$ cat config.mk
export PLATFORM = sky130hd
export DESIGN_NAME = draw_hp_bar_flat
export DESIGN_NICKNAME = d
export VERILOG_FILES = /design/src/rtl/draw_hp_bar_pkg.sv /design/src/rtl/vga_if.sv /design/src/rtl/hp_tracker.sv /design/src/rtl/draw_hp_bar.sv /design/src/flat_wrapper.sv
export SDC_FILE = /design/constraint.sdc
export NUM_CORES = 1
export LEC_CHECK = 0
export CAP_MARGIN = 40
export CORE_MARGIN = 2
export CORE_UTILIZATION = 59
export DETAILED_ROUTE_END_ITERATION = 10
export PLACE_DENSITY_LB_ADDON = 0.08
export SLEW_MARGIN = 20
export SYNTH_ARGS = -nofsm -noshare
export SYNTH_HDL_FRONTEND = slang
export SYNTH_SLANG_ARGS = --single-unit
$ cat constraint.sdc
create_clock -name clk60MHz -period 9.05 [get_ports clk60MHz]
set_input_delay 0.905 -clock clk60MHz [delete_from_list [all_inputs] [get_ports clk60MHz]]
set_output_delay 0.905 -clock clk60MHz [all_outputs]
set_load 0.01 [all_outputs]
$ cat src/rtl/draw_hp_bar_pkg.sv
// draw_hp_bar_pkg
// Shared constants, colours and types for the health-bar overlay stage.
// No ports: imported by hp_tracker and draw_hp_bar.
package draw_hp_bar_pkg;

    localparam int HP_W = 7;

    localparam logic [HP_W-1:0] HP_MAX  = HP_W'(100);
    localparam logic [HP_W-1:0] HP_LOW  = HP_W'(30);
    localparam logic [HP_W-1:0] HP_CRIT = HP_W'(10);

    localparam logic [11:0] COL_BORDER  = 12'h000;
    localparam logic [11:0] COL_HP_OK   = 12'h0F0;
    localparam logic [11:0] COL_HP_LOW  = 12'hFF0;
    localparam logic [11:0] COL_HP_CRIT = 12'hF00;
    localparam logic [11:0] COL_GHOST   = 12'hF80;
    localparam logic [11:0] COL_FLASH   = 12'hFFF;
    localparam logic [11:0] COL_EMPTY   = 12'h333;

    // One beat of the VGA stream, used to carry the fields through stage 1.
    typedef struct packed {
        logic [10:0] hcount;
        logic [10:0] vcount;
        logic        hsync;
        logic        vsync;
        logic        hblnk;
        logic        vblnk;
        logic [11:0] rgb;
    } vga_fields_t;

    // Fill colour depends only on the target HP (the value the bar settles at).
    function automatic logic [11:0] hp_colour(input logic [HP_W-1:0] hp);
        if (hp > HP_LOW) begin
            return COL_HP_OK;
        end else if (hp > HP_CRIT) begin
            return COL_HP_LOW;
        end else begin
            return COL_HP_CRIT;
        end
    endfunction

endpackage

$ cat src/rtl/vga_if.sv
// vga_if
// VGA stream bundle passed between pipeline stages.
// Fields: hcount[10:0], vcount[10:0], hsync, vsync, hblnk, vblnk, rgb[11:0].
// Modports: rx (stage input), tx (stage output).
interface vga_if;
    logic [10:0] hcount;
    logic [10:0] vcount;
    logic        hsync;
    logic        vsync;
    logic        hblnk;
    logic        vblnk;
    logic [11:0] rgb;

    modport rx (input  hcount, vcount, hsync, vsync, hblnk, vblnk, rgb);
    modport tx (output hcount, vcount, hsync, vsync, hblnk, vblnk, rgb);
endinterface

$ cat src/rtl/hp_tracker.sv
// hp_tracker
// Per-player HP state for the health bar: clamps the incoming HP into a
// per-frame target, drains the displayed HP one unit per frame toward it,
// and runs the damage flash counter.
// Ports:
//   clk60MHz     in   system clock
//   rst          in   async reset, active low
//   frame_tick   in   one-cycle pulse per frame
//   hp_in        in   raw HP from game logic (0..127, nominal 0..100)
//   tgt          out  clamped HP captured at the last tick
//   disp         out  HP currently drawn (>= tgt)
//   flash_active out  damage segment is in its flash window
module hp_tracker
    import draw_hp_bar_pkg::*;
#(
    parameter int FLASH_FRAMES = 30
) (
    input  logic            clk60MHz,
    input  logic            rst,
    input  logic            frame_tick,
    input  logic [HP_W-1:0] hp_in,
    output logic [HP_W-1:0] tgt,
    output logic [HP_W-1:0] disp,
    output logic            flash_active
);

    localparam int FW = $clog2(FLASH_FRAMES + 1);
    localparam logic [FW-1:0] FLASH_RELOAD = FW'(FLASH_FRAMES);

    logic [HP_W-1:0] tgt_new;
    logic [FW-1:0]   flash_cnt;

    // Out-of-range HP values are treated as full health.
    always_comb begin
        tgt_new = (hp_in > HP_MAX) ? HP_MAX : hp_in;
    end

    // Everything moves only on a frame tick, so the bar is stable for a whole
    // frame. The drain compares against the target captured on this same tick;
    // a drop in target is a fresh hit and restarts the flash window, while a
    // rise (heal / new game) snaps the display up and kills the flash.
    always_ff @(posedge clk60MHz or negedge rst) begin
        if (!rst) begin
            tgt       <= HP_MAX;
            disp      <= HP_MAX;
            flash_cnt <= '0;
        end else if (frame_tick) begin
            tgt <= tgt_new;
            if (disp > tgt_new) begin
                disp <= disp - HP_W'(1);
                if (tgt_new < tgt) begin
                    flash_cnt <= FLASH_RELOAD;
                end else if (flash_cnt != '0) begin
                    flash_cnt <= flash_cnt - FW'(1);
                end
            end else if (disp < tgt_new) begin
                disp      <= tgt_new;
                flash_cnt <= '0;
            end else if (flash_cnt != '0) begin
                flash_cnt <= flash_cnt - FW'(1);
            end
        end
    end

    always_comb begin
        flash_active = (flash_cnt != '0);
    end

endmodule

$ cat src/rtl/draw_hp_bar.sv
// draw_hp_bar
// VGA pipeline stage that overlays two health bars (player 1 left, filling
// left to right; player 2 right, filling right to left) with a draining,
// flashing damage segment. Fixed 2-cycle latency on every field.
// Ports:
//   clk60MHz    in   system clock
//   rst         in   async reset, active low
//   hp_player1  in   player-1 HP
//   hp_player2  in   player-2 HP
//   in          in   VGA stream (vga_if.rx)
//   out         out  VGA stream delayed 2 cycles, rgb possibly overlaid
module draw_hp_bar
    import draw_hp_bar_pkg::*;
#(
    parameter int BAR1_X       = 40,
    parameter int BAR2_X       = 560,
    parameter int BAR_Y        = 20,
    parameter int BAR_H        = 16,
    parameter int BAR_SCALE    = 2,
    parameter int FLASH_FRAMES = 30
) (
    input  logic            clk60MHz,
    input  logic            rst,
    input  logic [HP_W-1:0] hp_player1,
    input  logic [HP_W-1:0] hp_player2,
    vga_if.rx               in,
    vga_if.tx               out
);

    localparam logic [10:0] X1_L = 11'(BAR1_X);
    localparam logic [10:0] X1_R = 11'(BAR1_X + 201);
    localparam logic [10:0] X2_L = 11'(BAR2_X);
    localparam logic [10:0] X2_R = 11'(BAR2_X + 201);
    localparam logic [10:0] Y_T  = 11'(BAR_Y);
    localparam logic [10:0] Y_B  = 11'(BAR_Y + BAR_H - 1);
    localparam logic [8:0]  OFF1_BASE = 9'(BAR1_X + 1);
    localparam logic [8:0]  OFF2_BASE = 9'(BAR2_X + 200);

    logic            vblnk_d;
    logic            seen;
    logic            frame_tick;
    logic [7:0]      frame_cnt;

    logic [HP_W-1:0] tgt1, tgt2, disp1, disp2;
    logic            flash1, flash2;

    logic            hit1, hit2, border_next;
    logic [8:0]      off_next;

    vga_fields_t     s1_vid;
    logic            s1_frame1, s1_frame2, s1_border;
    logic [8:0]      s1_off;

    logic [HP_W-1:0] tgt_sel, disp_sel;
    logic            flash_sel;
    logic [8:0]      fill_len, ghost_len;
    logic [11:0]     rgb_next;

    // Frame tick on the rising edge of vblnk. 'seen' makes sure the first
    // sample after reset only sets up the history, so a vblnk that was
    // already high when reset released is not mistaken for an edge.
    always_ff @(posedge clk60MHz or negedge rst) begin
        if (!rst) begin
            vblnk_d   <= 1'b0;
            seen      <= 1'b0;
            frame_cnt <= '0;
        end else begin
            vblnk_d <= in.vblnk;
            seen    <= 1'b1;
            if (frame_tick) begin
                frame_cnt <= frame_cnt + 8'd1;
            end
        end
    end

    always_comb begin
        frame_tick = seen && in.vblnk && !vblnk_d;
    end

    hp_tracker #(.FLASH_FRAMES(FLASH_FRAMES)) u_track1 (
        .clk60MHz     (clk60MHz),
        .rst          (rst),
        .frame_tick   (frame_tick),
        .hp_in        (hp_player1),
        .tgt          (tgt1),
        .disp         (disp1),
        .flash_active (flash1)
    );

    hp_tracker #(.FLASH_FRAMES(FLASH_FRAMES)) u_track2 (
        .clk60MHz     (clk60MHz),
        .rst          (rst),
        .frame_tick   (frame_tick),
        .hp_in        (hp_player2),
        .tgt          (tgt2),
        .disp         (disp2),
        .flash_active (flash2)
    );

    // Region decode. The fill offset is computed modulo 512; inside the
    // interior it is always 0..199, and the border columns where it wraps
    // are painted by the border rule before the offset is ever looked at.
    always_comb begin
        hit1 = (in.vcount >= Y_T) && (in.vcount <= Y_B)
            && (in.hcount >= X1_L) && (in.hcount <= X1_R);
        hit2 = (in.vcount >= Y_T) && (in.vcount <= Y_B)
            && (in.hcount >= X2_L) && (in.hcount <= X2_R);
        border_next = (hit1 || hit2)
            && ((in.hcount == X1_L) || (in.hcount == X1_R)
             || (in.hcount == X2_L) || (in.hcount == X2_R)
             || (in.vcount == Y_T)  || (in.vcount == Y_B));
        off_next = hit2 ? (OFF2_BASE - 9'(in.hcount))
                        : (9'(in.hcount) - OFF1_BASE);
    end

    // Stage 1: register the stream beat and its region flags.
    always_ff @(posedge clk60MHz or negedge rst) begin
        if (!rst) begin
            s1_vid    <= '0;
            s1_frame1 <= 1'b0;
            s1_frame2 <= 1'b0;
            s1_border <= 1'b0;
            s1_off    <= '0;
        end else begin
            s1_vid    <= '{hcount: in.hcount, vcount: in.vcount,
                           hsync: in.hsync, vsync: in.vsync,
                           hblnk: in.hblnk, vblnk: in.vblnk, rgb: in.rgb};
            s1_frame1 <= hit1;
            s1_frame2 <= hit2;
            s1_border <= border_next;
            s1_off    <= off_next;
        end
    end

    // Stage 2 colour selection. HP state is only updated on a vblnk edge, so
    // every visible pixel of a frame sees the same tgt/disp/flash values.
    always_comb begin
        tgt_sel   = s1_frame2 ? tgt2   : tgt1;
        disp_sel  = s1_frame2 ? disp2  : disp1;
        flash_sel = s1_frame2 ? flash2 : flash1;
        fill_len  = 9'(tgt_sel)  * 9'(BAR_SCALE);
        ghost_len = 9'(disp_sel) * 9'(BAR_SCALE);
        rgb_next  = s1_vid.rgb;
        if (!s1_vid.hblnk && !s1_vid.vblnk && (s1_frame1 || s1_frame2)) begin
            if (s1_border) begin
                rgb_next = COL_BORDER;
            end else if (s1_off < fill_len) begin
                rgb_next = hp_colour(tgt_sel);
            end else if (s1_off < ghost_len) begin
                rgb_next = (flash_sel && frame_cnt[2]) ? COL_FLASH : COL_GHOST;
            end else begin
                rgb_next = COL_EMPTY;
            end
        end
    end

    // Output register: second pipeline stage.
    always_ff @(posedge clk60MHz or negedge rst) begin
        if (!rst) begin
            out.hcount <= '0;
            out.vcount <= '0;
            out.hsync  <= 1'b0;
            out.vsync  <= 1'b0;
            out.hblnk  <= 1'b0;
            out.vblnk  <= 1'b0;
            out.rgb    <= '0;
        end else begin
            out.hcount <= s1_vid.hcount;
            out.vcount <= s1_vid.vcount;
            out.hsync  <= s1_vid.hsync;
            out.vsync  <= s1_vid.vsync;
            out.hblnk  <= s1_vid.hblnk;
            out.vblnk  <= s1_vid.vblnk;
            out.rgb    <= rgb_next;
        end
    end

endmodule
$ cat src/flat_wrapper.sv
// flat-port wrapper written by rule: the top's interface ports become plain ports
module draw_hp_bar_flat import draw_hp_bar_pkg::*;
#(
    parameter int BAR1_X       = 40,
    parameter int BAR2_X       = 560,
    parameter int BAR_Y        = 20,
    parameter int BAR_H        = 16,
    parameter int BAR_SCALE    = 2,
    parameter int FLASH_FRAMES = 30
)
  (clk60MHz, rst, hp_player1, hp_player2, in_hcount, in_vcount, in_hsync, in_vsync, in_hblnk, in_vblnk, in_rgb, out_hcount, out_vcount, out_hsync, out_vsync, out_hblnk, out_vblnk, out_rgb);
  vga_if in_i ();
  vga_if out_i ();
  input  logic clk60MHz;
  input  logic rst;
  input  logic [HP_W-1:0] hp_player1;
  input  logic [HP_W-1:0] hp_player2;
  input wire logic [$bits(in_i.hcount)-1:0] in_hcount;
  input wire logic [$bits(in_i.vcount)-1:0] in_vcount;
  input wire logic [$bits(in_i.hsync)-1:0] in_hsync;
  input wire logic [$bits(in_i.vsync)-1:0] in_vsync;
  input wire logic [$bits(in_i.hblnk)-1:0] in_hblnk;
  input wire logic [$bits(in_i.vblnk)-1:0] in_vblnk;
  input wire logic [$bits(in_i.rgb)-1:0] in_rgb;
  output wire logic [$bits(out_i.hcount)-1:0] out_hcount;
  output wire logic [$bits(out_i.vcount)-1:0] out_vcount;
  output wire logic [$bits(out_i.hsync)-1:0] out_hsync;
  output wire logic [$bits(out_i.vsync)-1:0] out_vsync;
  output wire logic [$bits(out_i.hblnk)-1:0] out_hblnk;
  output wire logic [$bits(out_i.vblnk)-1:0] out_vblnk;
  output wire logic [$bits(out_i.rgb)-1:0] out_rgb;
  assign in_i.hcount = in_hcount;
  assign in_i.vcount = in_vcount;
  assign in_i.hsync = in_hsync;
  assign in_i.vsync = in_vsync;
  assign in_i.hblnk = in_hblnk;
  assign in_i.vblnk = in_vblnk;
  assign in_i.rgb = in_rgb;
  assign out_hcount = out_i.hcount;
  assign out_vcount = out_i.vcount;
  assign out_hsync = out_i.hsync;
  assign out_vsync = out_i.vsync;
  assign out_hblnk = out_i.hblnk;
  assign out_vblnk = out_i.vblnk;
  assign out_rgb = out_i.rgb;
  draw_hp_bar #(.BAR1_X(BAR1_X), .BAR2_X(BAR2_X), .BAR_Y(BAR_Y), .BAR_H(BAR_H), .BAR_SCALE(BAR_SCALE), .FLASH_FRAMES(FLASH_FRAMES)) u_core (.clk60MHz(clk60MHz), .rst(rst), .hp_player1(hp_player1), .hp_player2(hp_player2), .in(in_i), .out(out_i));
endmodule
==> results_dict.tcl <==
set metrics [dict create \
    power.density_nw_per_um2 253.7 \
    final_core_util_pct 76.67 \
    arrival_ns 3.96 \
    status "finished, final reports clean" \
    antenna_found_initial 0 \
    die_w_um 107.2 \
    synth_ff_type "dfrtp_1" \
    clk_latency_ns 0.52 \
    worstMarginPinSlew_ns 0.8968 \
    path_class "in2reg" \
    ant_nets 0 \
    startpoint_type "input pin" \
    nets 800 \
    slew_viol_final 0 \
    yosysWarnings 0 \
    holdPathStages 0 \
    synth_edf_count 0 \
    leakage_nw 3.554 \
    max-vdd-ir-drop_mv 0.1882 \
    period_share_pct 39.17 \
    cts.path.max_buffers 2 \
    endpoint_kind "register" \
    drtPass1Iterations 4 \
    final-setup-viol-count 0 \
    startpoint "hp_player2[5]" \
    wl_per_cell_um 16.85 \
    die_area_sq_um 11490 \
    r2r-start "u_core.s1_frame2" \
    cts_tree "built" \
    synth-async-reset-ratio_pct 100.0 \
    avgViaCountPerCell 5.678 \
    cts_root_buffer "clkbuf_8" \
    grt_first_pass_wirelength_um 23400 \
    drt_first_iter_violations 262 \
    cts_made_buffers 17 \
    grt_max_degree 59 \
    swShare_pct 32.77 \
    netlist_instances 606 \
    finClkSkew_ns 0.004853 \
    intPower_w 0.001350 \
    grtUsageTotal_pct 26.56 \
    cts-hold-fix-buffers 0 \
    clock.fmax_ghz 0.2821 \
    setup-tns-final_ns 0 \
    grt_overflow 0 \
    synth_area_sq_um 6281 \
    setup_ws_ns 5.505 \
    clock_power_share_pct 32.5 \
    seqPwrFrac_pct 38.7 \
    start_util_pct 60.84 \
    drc 0 \
    ios 92 \
    ys_seq_area_share_pct 51.63 \
    antenna_cells 0 \
    worst_r2r_path_depth 9 \
    ys_top_cells_by_area "dfrtp_1 47%, ha_1 8.8%, dfstp_2 5.0%" \
    syn_area_per_cell_sq_um 10.36 \
    worst-path-max-fanout 11 \
    preCtsSetupSlack_ns 4.902 \
    drive_gt1_share_pct 9.231 \
    slew_headroom_pct 39.66 \
    rsz0062_at_grt "false" \
    power_w 0.002008 \
    vias 4832 \
    path_clk_slew_ns 0.06 \
    hold_path.class "reg2reg" \
    gp_congestion 0.9241 \
    netlist.area_leader.share_pct 46.61 \
    cts_resized 0 \
    max-cap-violations 0 \
    period_needed_ns 3.545 \
    p_switching_w 0.0006582 \
    synthesis.nets 704 \
    coreArea_sq_um 10320 \
    required_ns 9.46 \
    ys_ff_latch 129 \
    die_h_um 107.2 \
    routed_wl_um 14340 \
    dp_hpwl_um 10380 \
    combPwrFrac_pct 28.7 \
    cts.htree.levels 4 \
    num_rows 37 \
    holdCritStartpoint "u_core.s1_vid[16]" \
    port_buffers 91 \
    reg2reg_setup_slack_ns 6.14 \
    cts_sinks 129 \
    grt_pass1_vias 4921 \
    post-cts-setup-buffer-count 0 \
    yosysUniqueCellTypes 66 \
    yosysTopAreaCell "dfrtp_1" \
    hold_violations 0 \
    area_growth_syn_to_layout_pct 26.02 \
]
[path summary, 6_finish.rpt]
path	endpoint
min in group asynchronous	u_core.out.rgb[6]
worst min register to register	u_core.out.vcount[0]
worst max-delay path	u_core.u_track2.disp[0]
max in group asynchronous	u_core.u_track1.disp[2]
worst max register to register	u_core.out.rgb[4]
worst min-delay path	u_core.out.vcount[0]
[metrics by stage]
stage	cell area [sq um]	hold slack (ns)	instances
3_3_place_gp	7301	0.3315	816
6_report	7915	0.3456	851
2_1_floorplan	6281	0.3312	606
3_5_place_dp	7336	0.3356	818
5_1_grt	7915	0.3502	851
4_1_cts	7908	0.3477	850
[routing by layer]
metal  track usage (%)  part of all wire, %  up-vias
met5                 0                    0        -
met4             11.69                  2.6        0
met3             6.809                  5.0       31
met2             44.67                   50      137
met1             32.26                   43     2334
li1                  -                    -     2330
[power groups by stage]
stage	Clock, W	Sequential (W)	Combinational (W)
floorplan	0	0.000753	0.000405
global placement	0	0.000778	0.000531
detailed placement	0	0.000781	0.000566
CTS	0.000664	0.000774	0.000571
global route	0.000691	0.000787	0.000654
finish	0.000653	0.000778	0.000577
[critical path: stages]
cell	delay [ns]
clkdlybuf4s50_1	0.70
o311ai_0	0.26
nand2_1	0.23
inv_1	0.07
ha_1	0.26
or4b_1	0.58
o21ai_1	0.65
a221oi_1	0.10
a21o_1	0.19
[cells in the final DEF (no fill, tap or decap), types with 3 or more instances in the layout]
| cell type | synthesis | final |
|---|---|---|
| a211oi_1 | 4 | 4 |
| a21o_1 | 11 | 11 |
| a21oi_1 | 33 | 33 |
| a221oi_1 | 3 | 3 |
| a22o_1 | 3 | 3 |
| a31oi_1 | 8 | 8 |
| and2_1 | 3 | 3 |
| and3_1 | 5 | 5 |
| and4_1 | 3 | 3 |
| buf_4 | 0 | 8 |
| clkbuf_1 | 12 | 3 |
| clkbuf_16 | 0 | 16 |
| clkbuf_8 | 0 | 4 |
| clkdlybuf4s50_1 | 0 | 90 |
| clkinv_2 | 0 | 4 |
| dfrtp_1 | 117 | 117 |
| dfstp_2 | 12 | 12 |
| ha_1 | 44 | 44 |
| inv_1 | 50 | 50 |
| maj3_1 | 3 | 3 |
| mux2_2 | 3 | 3 |
| mux2i_1 | 16 | 16 |
| nand2_1 | 63 | 63 |
| nand2b_1 | 4 | 4 |
| nand3_1 | 17 | 17 |
| nor2_1 | 33 | 33 |
| nor2b_1 | 8 | 8 |
| nor3_1 | 9 | 9 |
| nor4_1 | 4 | 4 |
| nor4b_1 | 4 | 4 |
| o211ai_1 | 7 | 7 |
| o21ai_0 | 41 | 41 |
| o22a_1 | 7 | 7 |
| o22ai_1 | 5 | 5 |
| o31ai_1 | 4 | 4 |
| or2_2 | 3 | 3 |
| or3_1 | 4 | 4 |
| xnor2_1 | 9 | 9 |
| xor2_1 | 6 | 6 |
[synth_stat cells (all sizes together) (4+ instances only)]
| master | count |
|---|---|
| o22a | 7 |
| a211oi | 5 |
| a31oi | 8 |
| nand2b | 4 |
| nand2 | 63 |
| and3 | 5 |
| o211ai | 7 |
| nor3 | 9 |
| nor4b | 4 |
| ha | 44 |
| a21o | 11 |
| or2 | 4 |
| mux2 | 4 |
| nor4 | 5 |
| mux2i | 16 |
| a21oi | 33 |
| o22ai | 5 |
| nor2b | 8 |
| xnor2 | 9 |
| dfrtp | 117 |
| or3 | 4 |
| inv | 50 |
| dfstp | 12 |
| xor2 | 6 |
| o31ai | 4 |
| clkbuf | 12 |
| nor2 | 35 |
| nand3 | 17 |
| o21ai | 43 |
| buf | 11 |
[sequential cells by signal, summed over array words and instances (netlist names), 3 cells and up]
register and count:
u_core.u_track2.tgt 7, u_core.s1_vid 37, u_core.u_track2.disp 7, u_core.out.rgb 12, u_core.u_track2.flash_cnt 5, u_core.out.vcount 11, u_core.out.hcount 11, u_core.frame_cnt 3
u_core.u_track1.disp 7, u_core.s1_off 8, u_core.u_track1.tgt 7, u_core.u_track1.flash_cnt 5
[cells by family after synthesis]
logic type,count (synthesis),share of synthesized area (%)
AO/OA/AOI/OAI,149,15.50
buffers and inverters,74,4.781
adder cells (fa/ha/maj),47,9.243
flip-flops,129,51.63
multiplexers,20,3.327
XOR/XNOR,15,2.092
AND/OR/NAND/NOR,171,13.37
other,1,0.05970
[cell type report]
| type | count | area (sq um) |
|---|---|---|
| flip-flops and latches | 129 | 3243 |
| multi-input cells | 403 | 2738 |
| fillers | 657 | 2409 |
| repair buffers | 100 | 996.0 |
| clock buffers | 23 | 466.7 |
| inverters | 51 | 196.4 |
| well taps | 136 | 170.2 |
| clock inverters | 9 | 105.1 |
Note: power is estimated with default switching activity, not from simulation.
